==> src/rtl/shift_unit_pipe.sv <==
// shift_unit_pipe: pipelined barrel shifter (SLL / SRL / SRA / ROR).
//
// One register stage per shift-amount bit. Stage k shifts by 2^k when its
// amount bit is set, otherwise it passes the word through unchanged. Each
// stage carries its own valid bit, so empty stages fill even while the
// output is stalled.
//
// Handshake: a transfer happens on a rising edge where valid && ready are
// both high. Stage k is ready when it is empty or the stage after it is
// ready; the last stage is ready when out_ready is high; in_ready is stage
// 0's ready. Ready therefore ripples combinationally from out_ready back to
// in_ready, while valid only moves forward through registers, so there is
// no combinational path from in_valid to out_valid.
//
// Configuration macro SHIFT_UNIT_ROT_EN:
//   defined   - op 2'b11 rotates right.
//   undefined - no rotate datapath; op 2'b11 behaves as SRA and the result
//               is flagged on out_illegal (registered with the last stage).
module shift_unit_pipe #(
  parameter int  WIDTH = 32,
  parameter int  TAG_W = 5,
  localparam int SHW   = $clog2(WIDTH)
) (
  input  logic             clock,
  input  logic             reset,
  input  logic             in_valid,
  output logic             in_ready,
  input  logic [WIDTH-1:0] in_data,
  input  logic [SHW-1:0]   in_amt,
  input  logic [1:0]       in_op,
  input  logic [TAG_W-1:0] in_tag,
  output logic             out_valid,
  input  logic             out_ready,
  output logic [WIDTH-1:0] out_data,
  output logic [TAG_W-1:0] out_tag,
  output logic             out_zero
`ifndef SHIFT_UNIT_ROT_EN
  ,
  output logic             out_illegal
`endif
);

  localparam logic [1:0] OP_SLL = 2'b00;
  localparam logic [1:0] OP_SRL = 2'b01;
  localparam logic [1:0] OP_SRA = 2'b10;
  localparam logic [1:0] OP_ROR = 2'b11;

  // Per-stage pipeline registers.
  logic [SHW-1:0]   r_valid;
  logic [WIDTH-1:0] r_data [SHW];
  logic [SHW-1:0]   r_amt  [SHW];
  logic [1:0]       r_op   [SHW];
  logic [TAG_W-1:0] r_tag  [SHW];
  logic             r_sign [SHW];

  // Result flags, only meaningful alongside the last stage.
  logic             r_zero;
`ifndef SHIFT_UNIT_ROT_EN
  logic             r_ill;
`endif

  // Inputs seen by each stage (stage 0 sees the ports, stage k sees k-1).
  logic [SHW-1:0]   w_src_valid;
  logic [WIDTH-1:0] w_src_data  [SHW];
  logic [SHW-1:0]   w_src_amt   [SHW];
  logic [1:0]       w_src_op    [SHW];
  logic [TAG_W-1:0] w_src_tag   [SHW];
  logic             w_src_sign  [SHW];
  logic [WIDTH-1:0] w_shifted   [SHW];
  logic [SHW-1:0]   w_ready;

  // Shift a word by a fixed power-of-two amount. The SRA fill comes from the
  // sign captured at entry, never from the partially shifted word, so that a
  // preceding stage's zero fill cannot corrupt it.
  function automatic logic [WIDTH-1:0] stage_shift(
    input logic [WIDTH-1:0] d,
    input logic [1:0]       op,
    input logic             sgn,
    input int               s
  );
    logic [WIDTH-1:0] fill_mask;
    logic [WIDTH-1:0] res;
    fill_mask = ~({WIDTH{1'b1}} >> s);
    res       = '0;
    case (op)
      OP_SLL:  res = d << s;
      OP_SRL:  res = d >> s;
      OP_SRA:  res = (d >> s) | (sgn ? fill_mask : '0);
`ifdef SHIFT_UNIT_ROT_EN
      OP_ROR:  res = (d >> s) | (d << (WIDTH - s));
`else
      OP_ROR:  res = (d >> s) | (sgn ? fill_mask : '0);
`endif
      default: res = d;
    endcase
    return res;
  endfunction

  // Ready chain: a stage can take a new word if it, or any stage between it
  // and the output, is empty, or if the consumer is taking the output.
  always_comb begin
    logic acc;
    w_ready = '0;
    acc     = out_ready;
    for (int k = SHW - 1; k >= 0; k--) begin
      acc        = acc | ~r_valid[k];
      w_ready[k] = acc;
    end
  end

  // Route each stage's source fields and compute its shifted word.
  always_comb begin
    w_src_valid    = '0;
    w_src_valid[0] = in_valid;
    w_src_data[0]  = in_data;
    w_src_amt[0]   = in_amt;
    w_src_op[0]    = in_op;
    w_src_tag[0]   = in_tag;
    w_src_sign[0]  = in_data[WIDTH-1];
    for (int k = 1; k < SHW; k++) begin
      w_src_valid[k] = r_valid[k-1];
      w_src_data[k]  = r_data[k-1];
      w_src_amt[k]   = r_amt[k-1];
      w_src_op[k]    = r_op[k-1];
      w_src_tag[k]   = r_tag[k-1];
      w_src_sign[k]  = r_sign[k-1];
    end
    for (int k = 0; k < SHW; k++) begin
      if (w_src_amt[k][k]) begin
        w_shifted[k] = stage_shift(w_src_data[k], w_src_op[k], w_src_sign[k], 1 << k);
      end else begin
        w_shifted[k] = w_src_data[k];
      end
    end
  end

  // Stage registers: load whenever the stage is ready; payload only moves
  // with a valid word so a stalled or drained stage keeps its contents.
  always_ff @(posedge clock or negedge reset) begin
    if (!reset) begin
      r_valid <= '0;
      for (int k = 0; k < SHW; k++) begin
        r_data[k] <= '0;
        r_amt[k]  <= '0;
        r_op[k]   <= '0;
        r_tag[k]  <= '0;
        r_sign[k] <= 1'b0;
      end
    end else begin
      for (int k = 0; k < SHW; k++) begin
        if (w_ready[k]) begin
          r_valid[k] <= w_src_valid[k];
          if (w_src_valid[k]) begin
            r_data[k] <= w_shifted[k];
            r_amt[k]  <= w_src_amt[k];
            r_op[k]   <= w_src_op[k];
            r_tag[k]  <= w_src_tag[k];
            r_sign[k] <= w_src_sign[k];
          end
        end
      end
    end
  end

  // Result flags are computed from the last stage's inputs and registered
  // with it, so they change exactly when out_data changes.
  always_ff @(posedge clock or negedge reset) begin
    if (!reset) begin
      r_zero <= 1'b0;
`ifndef SHIFT_UNIT_ROT_EN
      r_ill  <= 1'b0;
`endif
    end else if (w_ready[SHW-1] && w_src_valid[SHW-1]) begin
      r_zero <= (w_shifted[SHW-1] == '0);
`ifndef SHIFT_UNIT_ROT_EN
      r_ill  <= (w_src_op[SHW-1] == OP_ROR);
`endif
    end
  end

  assign in_ready  = w_ready[0];
  assign out_valid = r_valid[SHW-1];
  assign out_data  = r_data[SHW-1];
  assign out_tag   = r_tag[SHW-1];
  assign out_zero  = r_zero;
`ifndef SHIFT_UNIT_ROT_EN
  assign out_illegal = r_ill;
`endif

endmodule

==> config.mk <==
export PLATFORM = sky130hd
export DESIGN_NAME = shift_unit_pipe
export DESIGN_NICKNAME = d
export VERILOG_FILES = /design/src/rtl/shift_unit_pipe.sv
export SDC_FILE = /design/constraint.sdc
export NUM_CORES = 1
export LEC_CHECK = 0
export BUFFER_PORTS_ARGS = -buffer_cell sky130_fd_sc_hd__buf_2
export CAP_MARGIN = 40
export CORE_MARGIN = 2
export CORE_UTILIZATION = 50
export CTS_BUF_LIST = sky130_fd_sc_hd__clkbuf_8
export DETAILED_ROUTE_END_ITERATION = 16
export PLACE_DENSITY = 0.71
export SLEW_MARGIN = 20
export SYNTH_ARGS = -nofsm -noshare
export SYNTH_HDL_FRONTEND = slang
export SYNTH_SLANG_ARGS = --single-unit
export TNS_END_PERCENT = 20
==> constraint.sdc <==
create_clock -name clock -period 1.6 [get_ports clock]
set_input_delay 0.16 -clock clock [delete_from_list [all_inputs] [get_ports clock]]
set_output_delay 0.16 -clock clock [all_outputs]
set_load 0.02 [all_outputs]
==> key figures, run 1 <==
Timing
  – Period minus WS final: 1.63 ns
  – RSZ-0062 raised after global routing: yes
  – Final worst slack: -0.0283 ns
  – Fmax: 0.614 GHz
  – Max Slew Vio Count: 0
  – Final period util: 102%
  – Worst slew margin: 69.8%
  – Min Hold Slack: 0.0306 ns
  – Fin Clk Skew: 0.0395 ns
  – Worst slew pin tran: 0.453 ns
  – Final hold violation count: 0
  – Setup TNS: -0.0283 ns
  – Final setup fails: 1

Finish
  – Inserted Diodes: 0
  – Share of post-route cells with drive strength above 1: 22.0%
  – Post-route cell area: 13300 um^2
  – Net count, final: 1491
  – Layout area overhead: 22.1%

Run status
  – Failing checks: setup timing
  – Status: finished, violations left

Setup path
  – Worst EP required: 2.03 ns
  – Crit path launch type: flop
  – Worst path arrival time: 2.06 ns
  – Critical path class: reg -> reg
  – R2r worst-path depth: 5
  – Critical Path End Type: flop
  – Max FO, Critical Path: 7

Floorplan
  – I/O pins: 89
  – Std-Cell Rows: 54
  – Die height: 152 um
  – Core Footprint: 21600 um^2
  – Initial Util: 50.5%
  – Die width: 152 um
  – Die area: 23000 um^2

Clocking
  – Clock buffer count from CTS: 36
  – Max clock buf depth: 3
  – Clock sink total: 214
  – Root buffer cell: clkbuf_8
  – CTS tree: built
  – H-tree Lvls: 2
  – Worst skew pair latency: 0.53 ns
  – CTS clk-pin slew, worst paths: 0.06 ns

Synth
  – Distinct cells, synth: 40
  – Post-synth top area cell: dfrtp_1
  – Yosys top cell area share: 49.1%
  – Cell count after synthesis: 1309
  – Main area contributors after synthesis: dfrtp_1 (49%), o21ai_0 (14%), nand2_1 (13%), mux2_2 (5.1%), nand3_1 (4.5%)
  – Post-synthesis cell area: 10900 um^2
  – Post-synthesis sequential area ratio: 49.1%
  – Syn_nets: 1357
  – Post-synth ARST share: 100%
  – Predominant post-synthesis flop cell: dfrtp_1
  – Synth Register Bits: 214
  – Yosys warns: 0
  – Post-synth EDFFs: 0
  – Commonest cells post-synth: nand2_1 (366), o21ai_0 (305), dfrtp_1 (214), nand3_1 (99), clkbuf_1 (76)
  – Most common cell in the netlist: nand2_1
  – Avg Synthesized Cell Area: 8.34 um^2

Route
  – Metal-1 WL: 11.6 mm
  – Initial DRC count: 426
  – DR pass1 iterations: 5
  – Routed wl met3: 887 um
  – Post-route DRC: 0
  – Wire per inst: 14.9 um
  – Vias: 9376
  – Vias/cell: 5.37
  – Highest Signal Layer: met4
  – Met2 WL: 12.9 mm
  – Antenna Nets Post-Route: 0
  – Final wirelength: 26.0 mm

Global route
  – GRT Overall Usage: 23.4%
  – Total grt overflow: 0
  – Largest net degree at the start of global routing: 66
  – Global-route wire length before repair: 43.3 mm
  – Antenna violations before repair: 0
  – Number of global-route vias before repair: 8815

Flow run
  – Max Cap Violations: 0

Placement
  – Worst Setup Slack post-DPL: -0.0766 ns
  – IO buf count: 88
  – Placed cell areas: 12000 um^2
  – RePlAce Congestion: 0.844
  – Dpl hpwl: 18.7 mm

Power
  – Max VDD drop: 0.692 mV
  – Leakage power: 5.95 nW
  – PwrDens: 1760 nW/um^2
  – Final Power: 0.0234 W

Worst hold path
  – HP Class: in -> reg
  – Hold Path Depth: 3
==> path summary, 6_finish.rpt <==
kind                            slack [ns]         start      endpoint
worst max-delay path                 -0.03       r_op[3]      out_zero
worst min-delay path                  0.03    in_data[3]   r_data[131]
worst max register to register       -0.03       r_op[3]      out_zero
worst min register to register        0.47  out_data[11]  out_data[11]
max in group asynchronous             0.75         reset   out_data[7]
min in group asynchronous             0.15         reset   out_illegal
==> report_power, final <==
group | total [W] | switching (W) | internal (W)
combinational | 0.00972 | 0.00531 | 0.00441
sequential | 0.00904 | 0.00168 | 0.00736
clock | 0.00469 | 0.00211 | 0.00257
total | 0.0234 | 0.00910 | 0.0143
==> registers in the layout, summed over array words and instances (netlist names) <==
register and cells:
r_amt 10, out_tag 5, r_op 8, r_valid 5, out_zero 1, out_data 32, r_data 128, r_tag 20
out_illegal 1, r_sign 4
==> layout make-up <==
class | instances | area, um^2
Multi-Input combinational cell | 952 | 5040
Timing Repair Buffer | 236 | 1870
Clock buffer | 46 | 633
Fill cell | 1855 | 8290
Tap cell | 280 | 350
Sequential cell | 214 | 5360
Clock inverter | 16 | 68.8
Inverter | 3 | 11.3
==> layer usage <==
layer | GRT usage [%] | up-vias
met2 | 40.7 | 191
met3 | 3.29 | 43
met1 | 30.3 | 4402
li1 | - | 4740
met4 | 7.22 | 0
met5 | 0 | -
==> worst max-delay path: stages, from the launching register on <==
cell and delay (ns):
dfrtp_1 0.43, a21bo_4 0.28, o22ai_2 0.12, nand4_1 0.12, or3b_1 0.38, o31ai_2 0.21
==> kinds of logic (layout without fill, tap and decap cells) <==
family / Yosys count / in the layout / synth area share (%)
mux: 50 / 50 / 5.15
simple gates: 527 / 527 / 20.7
buf+inv: 143 / 301 / 6.49
flops: 214 / 214 / 49.1
compound gates: 375 / 375 / 18.6
==> placed cells by master (no fill, tap or decap), drive strengths merged, types with 6 or more instances in the layout <==
master / count
nand2b: 7
clkbuf: 47
o21ai: 305
nand2: 366
a31oi: 16
nor2: 7
a2bb2oi: 16
nor3b: 9
inv: 15
buf: 188
nor4: 6
nor2b: 14
dfrtp: 214
a21oi: 16
dlygate4sd3: 47
mux2: 49
o22ai: 9
nand3: 99
==> what timing repair did <==
item | in CTS | in global routing
pin swaps | 9 | 3
hold buffers | 47 | 0
hold endpoints to repair | 221 | 0
setup buffers | 1 | 1
gates resized for setup | 15 | 20
setup endpoints to repair | 1 | 29
==> through the flow <==
step	utilization (%)	cells
after floorplan	-	1309
after global placement	55.3	1636
after detailed placement	55.3	1636
after CTS	61.2	1746
after global routing	61.7	1747
final	61.7	1747
(Power assumes the default switching activity.)
==> run 2, diff against run 1 <==
--- a/config.mk
+++ b/config.mk
@@ -5,6 +5,7 @@
 export SDC_FILE = /design/constraint.sdc
 export NUM_CORES = 1
 export LEC_CHECK = 0
+export ABC_AREA = 1
 export BUFFER_PORTS_ARGS = -buffer_cell sky130_fd_sc_hd__buf_2
 export CAP_MARGIN = 40
 export CORE_MARGIN = 2
==> run 2 against run 1 <==
Effect of this change: the flow still finishes with violations (setup timing); sequential cell count did not move; critical path depth is 1 lower; clock skew is 0.025 ns lower; critical path type is now reg -> out; highest routed layer unchanged.
==> key figures, run 2 <==
Floorplan
  – Die area: 23100 um^2 (+0.49%)
  – Die height: 152 um (+0.24%)
  – Initial Util: 50.6% (+0.097 points)
  – I/O pins: 89 (unchanged)
  – Std-Cell Rows: 54 (unchanged)
  – Die width: 152 um (+0.24%)
  – Core Footprint: 21700 um^2 (+0.31%)

Setup path
  – Number of cells on the critical path: 4 (-1)
  – Worst path arrival time: 1.51 ns (-0.55 ns)
  – Critical Path End Type: output pin
  – CP bufs+invs: 2 (+2)
  – Worst path slowest cell: dfrtp_1
  – Worst EP required: 1.44 ns (-0.59 ns)
  – Slowest Stage Delay on Critical Path: 0.42 ns (about the same)
  – Reg2reg end: r_data[68]
  – Delay-heaviest family, CP: flip-flops
  – Critical path class: reg -> out
  – Max FO, Critical Path: 4 (-3)
  – Critical Path, Cell by Cell: nand4_1, nor2_2, inv_2, buf_6
  – R2r worst-path depth: 9 (+4)
  – Critical Path Source: r_valid[3]
  – Reg2Reg Setup Slack: -0.03 ns (about the same)
  – Crit path launch type: flop
  – CP endpoint: in_ready
  – Reg-to-Reg Start: r_valid[4]

Clocking
  – Max clock buf depth: 3 (unchanged)
  – Worst skew pair latency: 0.53 ns (about the same)
  – H-tree Lvls: 2 (unchanged)
  – Clock sink total: 214 (unchanged)
  – Clock buffer count from CTS: 38 (+5.6%)
  – Root buffer cell: clkbuf_8
  – CTS clk-pin slew, worst paths: 0.06 ns (about the same)
  – CTS tree: built

Route
  – Vias: 9654 (+3.0%)
  – Initial DRC count: 810 (+90%)
  – Vias/cell: 5.29 (-1.4%)
  – Wire per inst: 14.6 um (-2.1%)
  – Post-route DRC: 0 (unchanged)
  – Final wirelength: 26.6 mm (+2.2%)
  – Antenna Nets Post-Route: 0 (unchanged)
  – DR pass1 iterations: 5 (unchanged)

Timing
  – Fmax: 0.598 GHz (-2.7%)
  – Final hold violation count: 0 (unchanged)
  – Worst slew pin tran: 0.448 ns (-0.00438 ns)
  – Final setup fails: 9 (+8)
  – RSZ-0062 raised after global routing: yes
  – Setup TNS: -0.179 ns (-0.151 ns)
  – Final worst slack: -0.0727 ns (-0.0444 ns)
  – Worst slew margin: 69.8% (about the same)
  – Fin Clk Skew: 0.0147 ns (-0.0248 ns)
  – Period minus WS final: 1.67 ns (+0.0444 ns)
  – Min Hold Slack: 0.0311 ns (+0.000527 ns)
  – Final period util: 105% (+2.8 points)
  – Max Slew Vio Count: 0 (unchanged)

Synth
  – Yosys warns: 0 (unchanged)
  – Synth Area in Compound Gates: 25.2% (+6.6 points)
  – Largest family of logic cells by synthesized area: compound AO/OA/AOI/OAI gates
  – Distinct cells, synth: 23 (-43%)
  – Cell count after synthesis: 1429 (+9.2%)
  – Main area contributors after synthesis: dfrtp_1 (49%), o21ai_0 (13%), nand2_1 (9.9%), inv_1 (5.6%), a21oi_1 (5.5%)
  – Commonest cells post-synth: nand2_1 (289), o21ai_0 (284), dfrtp_1 (214), inv_1 (164), a21oi_1 (121)
  – Post-synth top area cell: dfrtp_1
  – Yosys top cell area share: 48.8% (-0.25 points)
  – Adder-cell share of the synthesized area: 0% (unchanged)
  – Most common cell in the netlist: nand2_1
  – Post-synthesis cell area: 11000 um^2 (+0.50%)
  – Predominant post-synthesis flop cell: dfrtp_1
  – Post-synthesis sequential area ratio: 48.8% (-0.25 points)
  – Post-Synth Simple-Gate Area: 13.8% (-7.0 points)
  – Post-synth EDFFs: 0 (unchanged)
  – Multiplexer share of the synthesized area: 0% (-5.1 points)
  – Syn_nets: 1477 (+8.8%)
  – Avg Synthesized Cell Area: 7.68 um^2 (-7.9%)
  – Synth Register Bits: 214 (unchanged)
  – Post-synth ARST share: 100% (unchanged)
  – XOR/XNOR share of the synthesized area: 0% (unchanged)

Run status
  – Status: finished, violations left
  – Failing checks: setup timing

Placement
  – IO buf count: 88 (unchanged)
  – RePlAce Congestion: 0.854 (+1.1%)
  – Placed cell areas: 11700 um^2 (-2.3%)
  – Dpl hpwl: 18.0 mm (-3.6%)

Global route
  – Global-route wire length before repair: 42.0 mm (-2.9%)
  – Antenna violations before repair: 0 (unchanged)
  – Largest net degree at the start of global routing: 69 (+4.5%)
  – Total grt overflow: 0 (unchanged)
  – GRT Overall Usage: 21.7% (-1.7 points)
  – Number of global-route vias before repair: 8604 (-2.4%)

Finish
  – Fill cell count: 1886 (+1.7%)
  – FF+latch area: 5360 um^2 (about the same)
  – Post-route cell area: 13200 um^2 (-0.85%)
  – Commonest cells after routing, fill and taps aside: o21ai_0 (260), nand2_1 (257), dfrtp_1 (214)
  – Largest register FFs: 128 (unchanged)
  – Commonest non-fill, non-tap cell in the layout: o21ai_0
  – Largest Register: r_data
  – Share of post-route cells with drive strength above 1: 17.8% (-4.2 points)
  – Inserted Diodes: 0 (unchanged)
  – Multi-input gate area: 4460 um^2 (-11%)
  – Layout area overhead: 20.5%
  – Net count, final: 1569 (+5.2%)

Power
  – Leakage power: 6.32 nW (+6.3%)
  – PwrDens: 1720 nW/um^2 (-1.9%)
  – Max VDD drop: 0.841 mV (+22%)

Worst hold path
  – HP Class: in -> reg

Flow run
  – Max Cap Violations: 0 (unchanged)
==> run 2: cell types whose count changed in the layout (fill, tap and decap cells not counted), sizes merged, moves of 16 or more <==
cell and change:
o211ai +19, o22ai +25, a21oi +106, nor2 +91
inv +159, nand2 -77, a2bb2oi -16, nand3 -91
dlygate4sd3 -17, mux2 -49, buf -41, a22oi +28
==> run 2: final cells by class <==
cell class | instances | share of cell area (%)
Multi-Input combinational cell | 913 | 33.8
Clock buffer | 51 | 5.31
Timing Repair inverter | 2 | 0.0947
Timing Repair Buffer | 182 | 12.3
Inverter | 170 | 4.94
Tap cell | 280 | 2.65
Clock inverter | 12 | 0.407
Sequential cell | 214 | 40.5
==> run 2: worst min path at each step <==
stage                start            to  slack, ns  cells after the start
3_5_place_dp         reset  out_data[11]       0.12                      1
3_3_place_gp         reset  out_data[11]       0.12                      1
6_report       in_data[21]   r_data[148]       0.03                      5
2_1_floorplan        reset   out_data[0]      -0.14                      0
5_1_grt        in_data[21]   r_data[148]       0.05                      5
4_1_cts        in_data[21]   r_data[148]     0.0002                      5
==> run 2: cell families (layout without fill, tap and decap cells) <==
kind of cell / after synthesis / in the layout
AO/OA/AOI/OAI: 516 / 516
buffers and inverters: 302 / 417
flip-flops: 214 / 214
AND/OR/NAND/NOR: 397 / 397
==> run 2: what timing repair did <==
action                                  in CTS  in global routing
endpoints found under the setup margin       1                 83
resized for setup                            5                 91
pin swaps                                    2                 19
gates cloned                                 0                  7
endpoints found under the hold margin      241                  0
buffers inserted                             3                 12
hold buffers                                30                  0
==> run 2: power by group <==
group	internal [W]	total, W	leakage [nW]	switching [W]
clock	0.00282	0.00499	0.420	0.00217
combinational	0.00349	0.00920	3.28	0.00571
sequential	0.00731	0.00861	2.63	0.00130
==> run 2: worst register-to-register path: stages, from the launching register on <==
cell and delay (ns):
dfrtp_1 0.38, nand2_2 0.09, inv_2 0.04, buf_4 0.12
buf_4 0.13, nand3_1 0.13, nand2_4 0.15, buf_12 0.21
a21oi_1 0.18, a22oi_1 0.09
==> run 2: per-layer routing <==
layer | vias to the layer above | wire length (um) | track usage [%]
li1 | 4858 | - | -
met1 | 4435 | 12100 | 30.2
met2 | 289 | 12300 | 33.9
met3 | 72 | 1240 | 3.48
met4 | 0 | 917 | 9.52
met5 | - | 0 | 0
==> run 2: through the flow <==
step                setup WS, ns  instances  power [W]  util (%)
finish                   -0.0727       1824     0.0228      60.9
global route              -0.180       1824     0.0244      60.9
CTS                       -0.170       1805     0.0222      58.9
detailed placement        0.0209       1709     0.0170      53.9
floorplan                 0.0652       1429     0.0147         -
global placement          0.0533       1709     0.0169      53.9
